--- config.mk ---
export PLATFORM = sky130hd
export DESIGN_NAME = dot_accum
export DESIGN_NICKNAME = d
export VERILOG_FILES = /design/src/rtl/dotacc_pkg.sv /design/src/rtl/dotacc_add.sv /design/src/rtl/dot_accum.sv
export SDC_FILE = /design/constraint.sdc
export NUM_CORES = 1
export LEC_CHECK = 0
export ABC_CLOCK_PERIOD_IN_PS = 4900
export BUFFER_PORTS_ARGS = -buffer_cell sky130_fd_sc_hd__buf_2
export CORE_MARGIN = 8
export CORE_UTILIZATION = 48
export DETAILED_ROUTE_END_ITERATION = 12
export PLACE_DENSITY = 0.68
export RECOVER_POWER = 100
export SYNTH_ARGS = -nofsm -noshare
export SYNTH_HDL_FRONTEND = slang
export SYNTH_SLANG_ARGS = --single-unit
--- constraint.sdc ---
create_clock -name CLK -period 4.9 [get_ports CLK]
set_clock_uncertainty 0.05 [all_clocks]
set_input_delay 0.49 -clock CLK [delete_from_list [all_inputs] [get_ports CLK]]
set_output_delay 0.49 -clock CLK [all_outputs]
set_load 0.02 [all_outputs]
--- src/rtl/dotacc_pkg.sv ---
// dotacc_pkg: shared constants and types for the dot-product accumulation stage.
// Optional build macro used by this block: DOTACC_SATURATE_EN (see dotacc_add).
package dotacc_pkg;

    // Default widths for the product input, accumulator/result and element counter
    localparam int DOTACC_IN_WIDTH  = 32;
    localparam int DOTACC_ACC_WIDTH = 48;
    localparam int DOTACC_CNT_WIDTH = 16;

    // Input FSM: IDLE holds no partial sum, ACCUM holds one
    typedef enum logic [0:0] {
        IDLE  = 1'b0,
        ACCUM = 1'b1
    } dotacc_state_e;

endpackage

--- src/rtl/dotacc_add.sv ---
// dotacc_add: combinational sign-extend and add of one product into the running sum.
// Build macro DOTACC_SATURATE_EN: when defined the sum clamps to the signed
// ACC_WIDTH range and reports the clamp on sat; otherwise the sum wraps and sat is 0.
module dotacc_add
    import dotacc_pkg::*;
#(
    parameter int IN_WIDTH  = DOTACC_IN_WIDTH,
    parameter int ACC_WIDTH = DOTACC_ACC_WIDTH
) (
    input  logic signed [ACC_WIDTH-1:0] acc,
    input  logic signed [IN_WIDTH-1:0]  din,
    output logic signed [ACC_WIDTH-1:0] sum,
    output logic                        sat
);

`ifdef DOTACC_SATURATE_EN
    localparam logic signed [ACC_WIDTH-1:0] ACC_MAX = {1'b0, {(ACC_WIDTH-1){1'b1}}};
    localparam logic signed [ACC_WIDTH-1:0] ACC_MIN = {1'b1, {(ACC_WIDTH-1){1'b0}}};

    // One guard bit is enough to see overflow of a two-operand signed add
    function automatic logic overflowed(input logic signed [ACC_WIDTH:0] wide);
        return wide[ACC_WIDTH] != wide[ACC_WIDTH-1];
    endfunction

    // Clamp toward the sign of the true result when the guard bit disagrees
    function automatic logic signed [ACC_WIDTH-1:0] clamp(input logic signed [ACC_WIDTH:0] wide);
        if (!overflowed(wide))
            return wide[ACC_WIDTH-1:0];
        else if (wide[ACC_WIDTH])
            return ACC_MIN;
        else
            return ACC_MAX;
    endfunction

    logic signed [ACC_WIDTH:0] wide_sum;

    // Saturating add with a one-bit guard
    always_comb begin
        wide_sum = (ACC_WIDTH+1)'(acc) + (ACC_WIDTH+1)'(din);
        sum      = clamp(wide_sum);
        sat      = overflowed(wide_sum);
    end
`else
    // Wrapping add modulo 2^ACC_WIDTH; no clamp can occur
    always_comb begin
        sum = acc + ACC_WIDTH'(din);
        sat = 1'b0;
    end
`endif

endmodule

--- src/rtl/dot_accum.sv ---
// dot_accum: accumulates signed products until a beat marked last, then offers the
// dot product, element count and saturation flag on a ready/valid output register.
// Upstream cannot stall: a completion that finds the output full and not draining
// is dropped and flagged on the sticky ERR_OVERRUN.
// Build macro DOTACC_SATURATE_EN selects clamping instead of wrapping additions.
module dot_accum
    import dotacc_pkg::*;
#(
    parameter int IN_WIDTH  = DOTACC_IN_WIDTH,
    parameter int ACC_WIDTH = DOTACC_ACC_WIDTH,
    parameter int CNT_WIDTH = DOTACC_CNT_WIDTH
) (
    input  logic                        CLK,
    input  logic                        RESETN,
    input  logic                        IN_VALID,
    input  logic                        IN_LAST,
    input  logic signed [IN_WIDTH-1:0]  IN_DATA,
    output logic                        OUT_VALID,
    input  logic                        OUT_READY,
    output logic signed [ACC_WIDTH-1:0] OUT_DATA,
    output logic [CNT_WIDTH-1:0]        OUT_COUNT,
    output logic                        OUT_SAT,
    output logic                        ERR_OVERRUN,
    input  logic                        ERR_CLR
);

    localparam logic [CNT_WIDTH-1:0] CNT_ONE = CNT_WIDTH'(1);

    dotacc_state_e               state_q;
    dotacc_state_e               state_d;

    // Stage p0: running partial sum of the current vector
    logic signed [ACC_WIDTH-1:0] acc_p0;
    logic [CNT_WIDTH-1:0]        cnt_p0;
    logic                        sat_p0;

    // Stage p1: completed result held for the consumer
    logic                        vld_p1;
    logic signed [ACC_WIDTH-1:0] data_p1;
    logic [CNT_WIDTH-1:0]        cnt_p1;
    logic                        sat_p1;
    logic                        err_q;

    logic                        first_beat;
    logic                        complete;
    logic                        out_load;
    logic                        out_drop;
    logic signed [ACC_WIDTH-1:0] add_base;
    logic signed [ACC_WIDTH-1:0] sum_next;
    logic                        add_sat;
    logic [CNT_WIDTH-1:0]        cnt_next;
    logic                        sat_next;

    // Input FSM state register
    always_ff @(posedge CLK or negedge RESETN) begin
        if (!RESETN)
            state_q <= IDLE;
        else
            state_q <= state_d;
    end

    // Input FSM next state: open a vector on a non-last beat, close it on a last beat
    always_comb begin
        state_d = state_q;
        case (state_q)
            IDLE:    if (IN_VALID && !IN_LAST) state_d = ACCUM;
            ACCUM:   if (IN_VALID && IN_LAST)  state_d = IDLE;
            default: state_d = IDLE;
        endcase
    end

    // Input FSM outputs: whether this beat starts a vector and whether it completes one
    always_comb begin
        first_beat = 1'b0;
        complete   = IN_VALID && IN_LAST;
        case (state_q)
            IDLE:    first_beat = 1'b1;
            ACCUM:   first_beat = 1'b0;
            default: first_beat = 1'b1;
        endcase
    end

    // A fresh vector adds onto zero, so stale accumulator contents never leak in
    always_comb begin
        add_base = first_beat ? '0 : acc_p0;
        cnt_next = first_beat ? CNT_ONE : ((&cnt_p0) ? cnt_p0 : cnt_p0 + CNT_ONE);
        sat_next = add_sat || (!first_beat && sat_p0);
        out_load = complete && (!vld_p1 || OUT_READY);
        out_drop = complete && vld_p1 && !OUT_READY;
    end

    dotacc_add #(
        .IN_WIDTH  (IN_WIDTH),
        .ACC_WIDTH (ACC_WIDTH)
    ) u_add (
        .acc (add_base),
        .din (IN_DATA),
        .sum (sum_next),
        .sat (add_sat)
    );

    // Stage p0 update: accumulate on every valid beat, clear once the vector completes
    always_ff @(posedge CLK or negedge RESETN) begin
        if (!RESETN) begin
            acc_p0 <= '0;
            cnt_p0 <= '0;
            sat_p0 <= 1'b0;
        end else if (IN_VALID) begin
            if (IN_LAST) begin
                acc_p0 <= '0;
                cnt_p0 <= '0;
                sat_p0 <= 1'b0;
            end else begin
                acc_p0 <= sum_next;
                cnt_p0 <= cnt_next;
                sat_p0 <= sat_next;
            end
        end
    end

    // Stage p1 output register: load when empty or draining, otherwise hold until accepted
    always_ff @(posedge CLK or negedge RESETN) begin
        if (!RESETN) begin
            vld_p1  <= 1'b0;
            data_p1 <= '0;
            cnt_p1  <= '0;
            sat_p1  <= 1'b0;
        end else if (out_load) begin
            vld_p1  <= 1'b1;
            data_p1 <= sum_next;
            cnt_p1  <= cnt_next;
            sat_p1  <= sat_next;
        end else if (OUT_READY) begin
            vld_p1  <= 1'b0;
        end
    end

    // Sticky overrun flag; a new drop in the same cycle as a clear keeps it set
    always_ff @(posedge CLK or negedge RESETN) begin
        if (!RESETN)
            err_q <= 1'b0;
        else if (out_drop)
            err_q <= 1'b1;
        else if (ERR_CLR)
            err_q <= 1'b0;
    end

    assign OUT_VALID   = vld_p1;
    assign OUT_DATA    = data_p1;
    assign OUT_COUNT   = cnt_p1;
    assign OUT_SAT     = sat_p1;
    assign ERR_OVERRUN = err_q;

endmodule

# Yosys cells after proc, flatten, opt, wreduce, memory -nomap -nowiden
# Cells that the tools add are included.
# op_classes
addsub	2
muxes	14
n_bitwise	1
reduce_logical	14
# op_table
op	n
48-bit two-way mux	2
48-bit by 32-bit adder with 48-bit output	1
16-bit two-way mux	3
16-bit by 1-bit adder with 16-bit output (second input constant)	1
16-bit AND reduction	1
1-bit two-way mux	7
1-bit logical AND	6
1-bit zero test	4
1-bit one-hot mux with 2 select lines	2
2-bit nonzero test	2
1-bit logical OR	1
1-bit inverter	1
# totals
register_bits	133
input_bits	38
elab_cells	40

# Logic depth before layout (Yosys ltp)
# Gate-level depths: netlist of the first run.
# logic_depth
ltp_word	5
mapped_depth	14
mapped_depth_nobuf	13

# Cells and area by module
# From an unflattened synthesis of the first run, not the netlist that was laid out.
# hier_totals
cells_unflattened	1073
hier_area_um2	8660.8
# by_module_without_submodules
module	instances	cells_each	area_each_um2	seq_area_each_um2
dot_accum	1	671	5954.5	3328.2
dotacc_add	1	402	2706.3	0.0

# Worst setup path after synthesis of the first run
# Ideal clock, no wire load.
# synth_path
kind	register to register
from	register with a tool-made name
to	register acc_p0[47]
setup_ns	0.129
t_arrival_ns	3.467
t_required_ns	4.721
slack_ns	1.254
stages_incl_launch_ff	15
period_less_slack_ns	3.646
cell_sequence	dfrtp_1 clkbuf_1 clkbuf_1 and2_1 ha_1 buf_2 a21o_1 o21bai_1 o2bb2ai_1 or3_1 o31ai_2 o31ai_4 a31oi_1 mux2_1 a2111o_1
# synth_rtl
item	line	text
to (signal assigned)	dot_accum.sv:114	acc_p0 <= sum_next;
to (decl)	dot_accum.sv:33	logic signed [ACC_WIDTH-1:0] acc_p0;

==> impl_metrics.env, run 1 <==
export IMPL_synth_edf_count=0
export IMPL_cts_root_buf="clkbuf_16"
export IMPL_synthArstFlopShare_pct=100.0
export IMPL_yosys_area_top_type_share_pct=40.57
export IMPL_dp_hpwl_mm=15.01
export IMPL_final_util_pct=55.43
export IMPL_critPathLaunchType="register"
export IMPL_place_area_um2=8891
export IMPL_insertion_delay_ns=0.42
export IMPL_hp_class="input port to register"
export IMPL_routed_wl_mm=21.34
export IMPL_n_antenna_cell=0
export IMPL_synthCells=909
export IMPL_cts_resized=0
export IMPL_initial_core_util_pct=48.27
export IMPL_synthFlopType="dfrtp_1"
export IMPL_leakagePower_nw=4.391
export IMPL_ys_seq_elements=133
export IMPL_postRouteAntennaNets=0
export IMPL_numCtsBuffers=17
export IMPL_rsz0062_at_grt="false"
export IMPL_firstDrtPassIters=5
export IMPL_path_class="register to register"
export IMPL_tightestPinTransition_ns=2.326
export IMPL_area_delta_synth_final_pct=14.84
export IMPL_hold_violations=0
export IMPL_vias=6940
export IMPL_cts_setup_buffers=0
export IMPL_vdd_ir_drop_max_mv=0.2609
export IMPL_vias_per_cell=5.642
export IMPL_postCtsHoldBufs=0
export IMPL_fmax_mhz=233.5
export IMPL_drc=0
export IMPL_min_period_ns=4.282
export IMPL_period_share_pct=87.39
export IMPL_yosysSeqAreaShare_pct=40.57
export IMPL_clock_sinks=133
export IMPL_endpoint_kind="register"
export IMPL_row_count=48
export IMPL_slew_headroom_pct=-55.08
export IMPL_grt_antenna_before_repair=0
export IMPL_fill_cells=1587
export IMPL_cts_tree="done"
export IMPL_crit_fanout=32
export IMPL_die_area_um2=21530
export IMPL_portBuffers=104
export IMPL_path_clk_slew_ns=0.06
export IMPL_syn_nets=996
export IMPL_drt_iter0_markers=460
export IMPL_grt_overflow=0
export IMPL_track_usage_pct=20.26
export IMPL_cts_buffer_depth=2
export IMPL_core_um2=17000
export IMPL_synth_top_area_cell="dfrtp_1"
export IMPL_wl_per_cell_um=17.35
export IMPL_yosys_warnings=0
export IMPL_die_y_um=146.7
export IMPL_grt_first_pass_wirelength_mm=35.87
export IMPL_syn_area_per_cell_um2=9.025
export IMPL_setup_viol=0
export IMPL_fin_area_um2=9422
export IMPL_worstPathRequired_ns=5.15
export IMPL_io_pins=105
export IMPL_power_density_nw_per_um2=432.5
export IMPL_place_congestion=0.8845
export IMPL_setup_tns_ns=0
export IMPL_ys_types=62
export IMPL_final_nets=1079
export IMPL_grt_pass1_vias=7013
export IMPL_htree_levels=4
export IMPL_drv_cap=4
export IMPL_drv_slew=220
export IMPL_grt_max_degree=91
export IMPL_dieWidth_um=146.7
export IMPL_failed_checks="max-capacitance violations, max-slew violations"
export IMPL_yosysMostFrequentCell="dfrtp_1"
export IMPL_min_from="ERR_CLR"
export IMPL_status="complete, but fails checks"
export IMPL_crit_arrival_ns=4.53
export IMPL_yosys_top_cells_count="dfrtp_1 (133), nand2_1 (129), o21ai_0 (91), a21oi_1 (62), and2_1 (55)"
export IMPL_synth_area_leaders="dfrtp_1 (41%), ha_1 (7.3%), nand2_1 (5.9%)"
export IMPL_drive_gt1_share_pct=9.353
export IMPL_syn_cell_area_um2=8204
[cells by family after synthesis]
| group | count (synthesis) | synth area share, % |
|---|---|---|
| xor gates and xnor gates | 49 | 5.414 |
| muxes | 9 | 1.220 |
| AOI/OAI and AO/OA | 306 | 24.60 |
| and+or+nand+nor | 298 | 17.60 |
| DFF | 133 | 40.57 |
| adders and majority gates | 49 | 7.564 |
| buffers and inverters | 65 | 3.035 |
[routing by layer]
layer	track usage [%]	part of all wire, %
met3	4.091	4.5
met2	32.88	46
met4	6.595	1.8
met1	26.60	48
met5	0	0
[cell type report]
type	count	area (um^2)	share of cell area, %
multi-input combinational	711	4611	48.94
sequential	133	3328	35.33
clock buffer	20	466.7	4.954
timing repair buffer	109	460.4	4.887
tap	225	281.5	2.988
clock inverter	12	198.9	2.112
inverter	20	75.07	0.7968
[per-stage QoR]
step	hold slack (ns)	total power (W)	setup slack [ns]	std cells
2_1_floorplan	0.1444	0.002298	1.254	909
3_3_place_gp	0.3988	0.002682	0.8804	1198
3_5_place_dp	0.4096	0.002690	0.8215	1198
4_1_cts	0.1183	0.004147	0.7841	1230
5_1_grt	0.2115	0.004311	0.2967	1230
6_report	0.2097	0.004074	0.6178	1230
[worst paths after layout]
path	to	slack, ns	depth (start not counted)
min in group asynchronous	acc_p0[18]$_DFFE_PN0P_	0.68	1
max in group asynchronous	acc_p0[36]$_DFFE_PN0P_	2.08	2
max reg2reg	acc_p0[47]$_DFFE_PN0P_	0.62	12
max	acc_p0[47]$_DFFE_PN0P_	0.62	12
min reg2reg	OUT_DATA[6]$_DFFE_PN0P_	0.42	2
min	ERR_OVERRUN$_DFFE_PN0P_	0.21	2
[flip-flops by register name, indices dropped and copies added (netlist names), named ones only]
register / count
ERR_OVERRUN: 1
sat_p0: 1
OUT_COUNT: 16
OUT_DATA: 48
OUT_VALID: 1
cnt_p0: 16
OUT_SAT: 1
acc_p0: 48
[placed cells by master (no fill, tap or decap), types with 5 or more instances in the layout]
cell type,count
ha_1,48
clkbuf_16,17
buf_2,35
mux2_2,7
inv_1,19
o211ai_1,7
o21ai_0,92
o31ai_1,11
nand2b_1,5
nor2b_1,13
and2_1,47
nor2_1,36
a31o_2,9
o2bb2ai_1,38
a21oi_1,62
nand4_1,11
a31oi_1,8
or3_1,7
and3_1,6
and2_0,8
nor3_1,6
nand3_1,16
xor2_1,25
a21o_1,34
nand2_1,129
o21a_1,10
o21bai_1,8
xnor2_1,23
dfrtp_1,133
clkbuf_1,70
bufinv_16,5
[power by group]
| group | internal (W) | switching [W] | leakage [nW] |
|---|---|---|---|
| clock network | 0.000943 | 0.000494 | 0.315 |
| registers | 0.00131 | 0.000115 | 1.72 |
| logic | 0.000438 | 0.000779 | 2.36 |
| total | 0.00269 | 0.00139 | 4.39 |
[worst max-delay path, cell delays in order, from the launching register on]
cell,delay (ns)
dfrtp_1,0.95
clkbuf_1,0.67
and2_0,0.23
ha_1,0.30
a21o_1,0.19
a21o_1,0.17
a21oi_1,0.20
o21ai_0,0.11
a21o_1,0.18
a21o_1,0.16
a31oi_1,0.31
mux2_1,0.36
a2111o_1,0.28
Power figures use the tool's default switching activity.
==> run 2: changes to the inputs <==
--- a/config.mk
+++ b/config.mk
@@ -5,8 +5,8 @@
 export SDC_FILE = /design/constraint.sdc
 export NUM_CORES = 1
 export LEC_CHECK = 0
-export ABC_CLOCK_PERIOD_IN_PS = 4900
 export BUFFER_PORTS_ARGS = -buffer_cell sky130_fd_sc_hd__buf_2
+export CORE_ASPECT_RATIO = 1.25
 export CORE_MARGIN = 8
 export CORE_UTILIZATION = 48
 export DETAILED_ROUTE_END_ITERATION = 12
==> impl_metrics.env, run 2 (synthesis results as in run 1) <==
export IMPL_reg2reg_depth=11
export IMPL_crit_arrival_ns=4.45
export IMPL_multi_input_area_um2=4628
export IMPL_track_usage_pct=20.28
export IMPL_io_pins=105
export IMPL_min_path_cells=2
export IMPL_fill_cells=1629
export IMPL_holdWs_ns=0.2126
export IMPL_wl_per_cell_um=17.28
export IMPL_cts_buffer_depth=2
export IMPL_htree_levels=4
export IMPL_failed_checks="max-capacitance violations, max-slew violations"
export IMPL_setup_tns_ns=0
export IMPL_grt_antenna_before_repair=0
export IMPL_path_class="register to register"
export IMPL_area_delta_synth_final_pct=13.91
export IMPL_die_area_um2=21560
export IMPL_grt_overflow=0
export IMPL_final_nets=1079
export IMPL_dieWidth_um=132.9
export IMPL_drive_gt1_share_pct=9.163
export IMPL_reg2reg_to="acc_p0[47]$_DFFE_PN0P_"
export IMPL_min_from="ERR_CLR"
export IMPL_final_common_cell="dfrtp_1"
export IMPL_final_seq_area_um2=3328
export IMPL_final_cell_mix="dfrtp_1 (133), nand2_1 (129), o21ai_0 (92)"
export IMPL_grt_first_pass_wirelength_mm=35.94
export IMPL_row_count=53
export IMPL_rrSetupSlack_ns=0.70
export IMPL_cts_tree="done"
export IMPL_placedCellCount=1193
export IMPL_drc=0
export IMPL_place_congestion=0.8842
export IMPL_hold_end="ERR_OVERRUN$_DFFE_PN0P_"
export IMPL_status="complete, but fails checks"
export IMPL_hold_violations=0
export IMPL_die_y_um=162.2
export IMPL_rsz0062_at_grt="false"
export IMPL_fmax_mhz=237.9
export IMPL_postRouteAntennaNets=0
export IMPL_cts_resized=0
export IMPL_n_antenna_cell=0
export IMPL_vias=6952
export IMPL_drv_cap=5
export IMPL_core_um2=16780
export IMPL_clock_sinks=133
export IMPL_period_share_pct=85.80
export IMPL_firstDrtPassIters=5
export IMPL_fin_cells=1224
export IMPL_slew_headroom_pct=-62.82
export IMPL_leakagePower_nw=4.355
export IMPL_worstPathRequired_ns=5.14
export IMPL_grt_max_degree=101
export IMPL_vdd_ir_drop_max_mv=0.2131
export IMPL_cts_setup_buffers=0
export IMPL_grt_pass1_vias=7216
export IMPL_critPathLaunchType="register"
export IMPL_crit_fanout=31
export IMPL_hp_class="input port to register"
export IMPL_portBuffers=104
export IMPL_vias_per_cell=5.680
export IMPL_initial_core_util_pct=48.90
export IMPL_setup_viol=0
export IMPL_dp_hpwl_mm=15.27
export IMPL_drt_iter0_markers=353
export IMPL_insertion_delay_ns=0.42
export IMPL_endpoint_kind="register"
export IMPL_min_period_ns=4.204
export IMPL_routed_wl_mm=21.15
export IMPL_numCtsBuffers=17
export IMPL_postCtsHoldBufs=0
export IMPL_cts_root_buf="clkbuf_16"
export IMPL_path_clk_slew_ns=0.06
export IMPL_power_density_nw_per_um2=416.8
export IMPL_drv_slew=265
export IMPL_tightestPinTransition_ns=2.442
run 2: cell type report:
type,instances,share of cell area (%)
Clock buffer,22,5.074
Clock inverter,9,1.098
Inverter,20,0.8033
Tap cell,220,2.946
Multi-Input combinational cell,711,49.52
Timing Repair Buffer,109,4.940
Sequential cell,133,35.61
run 2: routing by layer:
layer	vias to the layer above	global-route usage [%]	wire, um
met1	3331	24.40	9453
met4	0	6.622	326
met3	29	5.161	1101
met5	-	0	0
met2	166	34.64	10270
li1	3426	-	-
run 2: critical path: stages (launching register included):
cell and delay (ns):
dfrtp_1 0.89, and2_0 0.22, ha_1 0.30, a21o_1 0.21
o21bai_1 0.17, o2bb2ai_1 0.14, or3_1 0.35, o31ai_1 0.65
o31ai_4 0.12, a31oi_1 0.34, mux2_1 0.36, a2111o_1 0.27
run 2: metrics by stage:
| step | util (%) | power (W) | setup slack, ns | cell area (um^2) |
|---|---|---|---|---|
| 4_1_cts | 56.39 | 0.003961 | 0.8418 | 9462 |
| 3_3_place_gp | 52.96 | 0.002688 | 0.9758 | 8885 |
| 5_1_grt | 55.70 | 0.004124 | 0.3735 | 9345 |
| 2_1_floorplan | - | 0.002298 | 1.254 | 8204 |
| 3_5_place_dp | 52.96 | 0.002694 | 0.8468 | 8885 |
| 6_report | 55.70 | 0.003895 | 0.6958 | 9345 |
run 2: worst max path at each step:
stage,slack (ns),from,depth (start not counted),end
after detailed placement,0.85,register,11,acc_p0[47]$_DFFE_PN0P_
after global placement,0.98,register,11,acc_p0[47]$_DFFE_PN0P_
after floorplan,1.25,register,14,acc_p0[47]$_DFFE_PN0P_
final,0.70,register,11,acc_p0[47]$_DFFE_PN0P_
after global routing,0.37,register,11,acc_p0[47]$_DFFE_PN0P_
after CTS,0.84,register,11,acc_p0[47]$_DFFE_PN0P_
run 2: report_power, final:
group | switching [W] | internal, W | total, W | leakage (nW)
Combinational | 0.000774 | 0.000439 | 0.00121 | 2.36
Sequential | 0.000118 | 0.00131 | 0.00142 | 1.72
Clock | 0.000476 | 0.000782 | 0.00126 | 0.278
Total | 0.00137 | 0.00253 | 0.00389 | 4.36
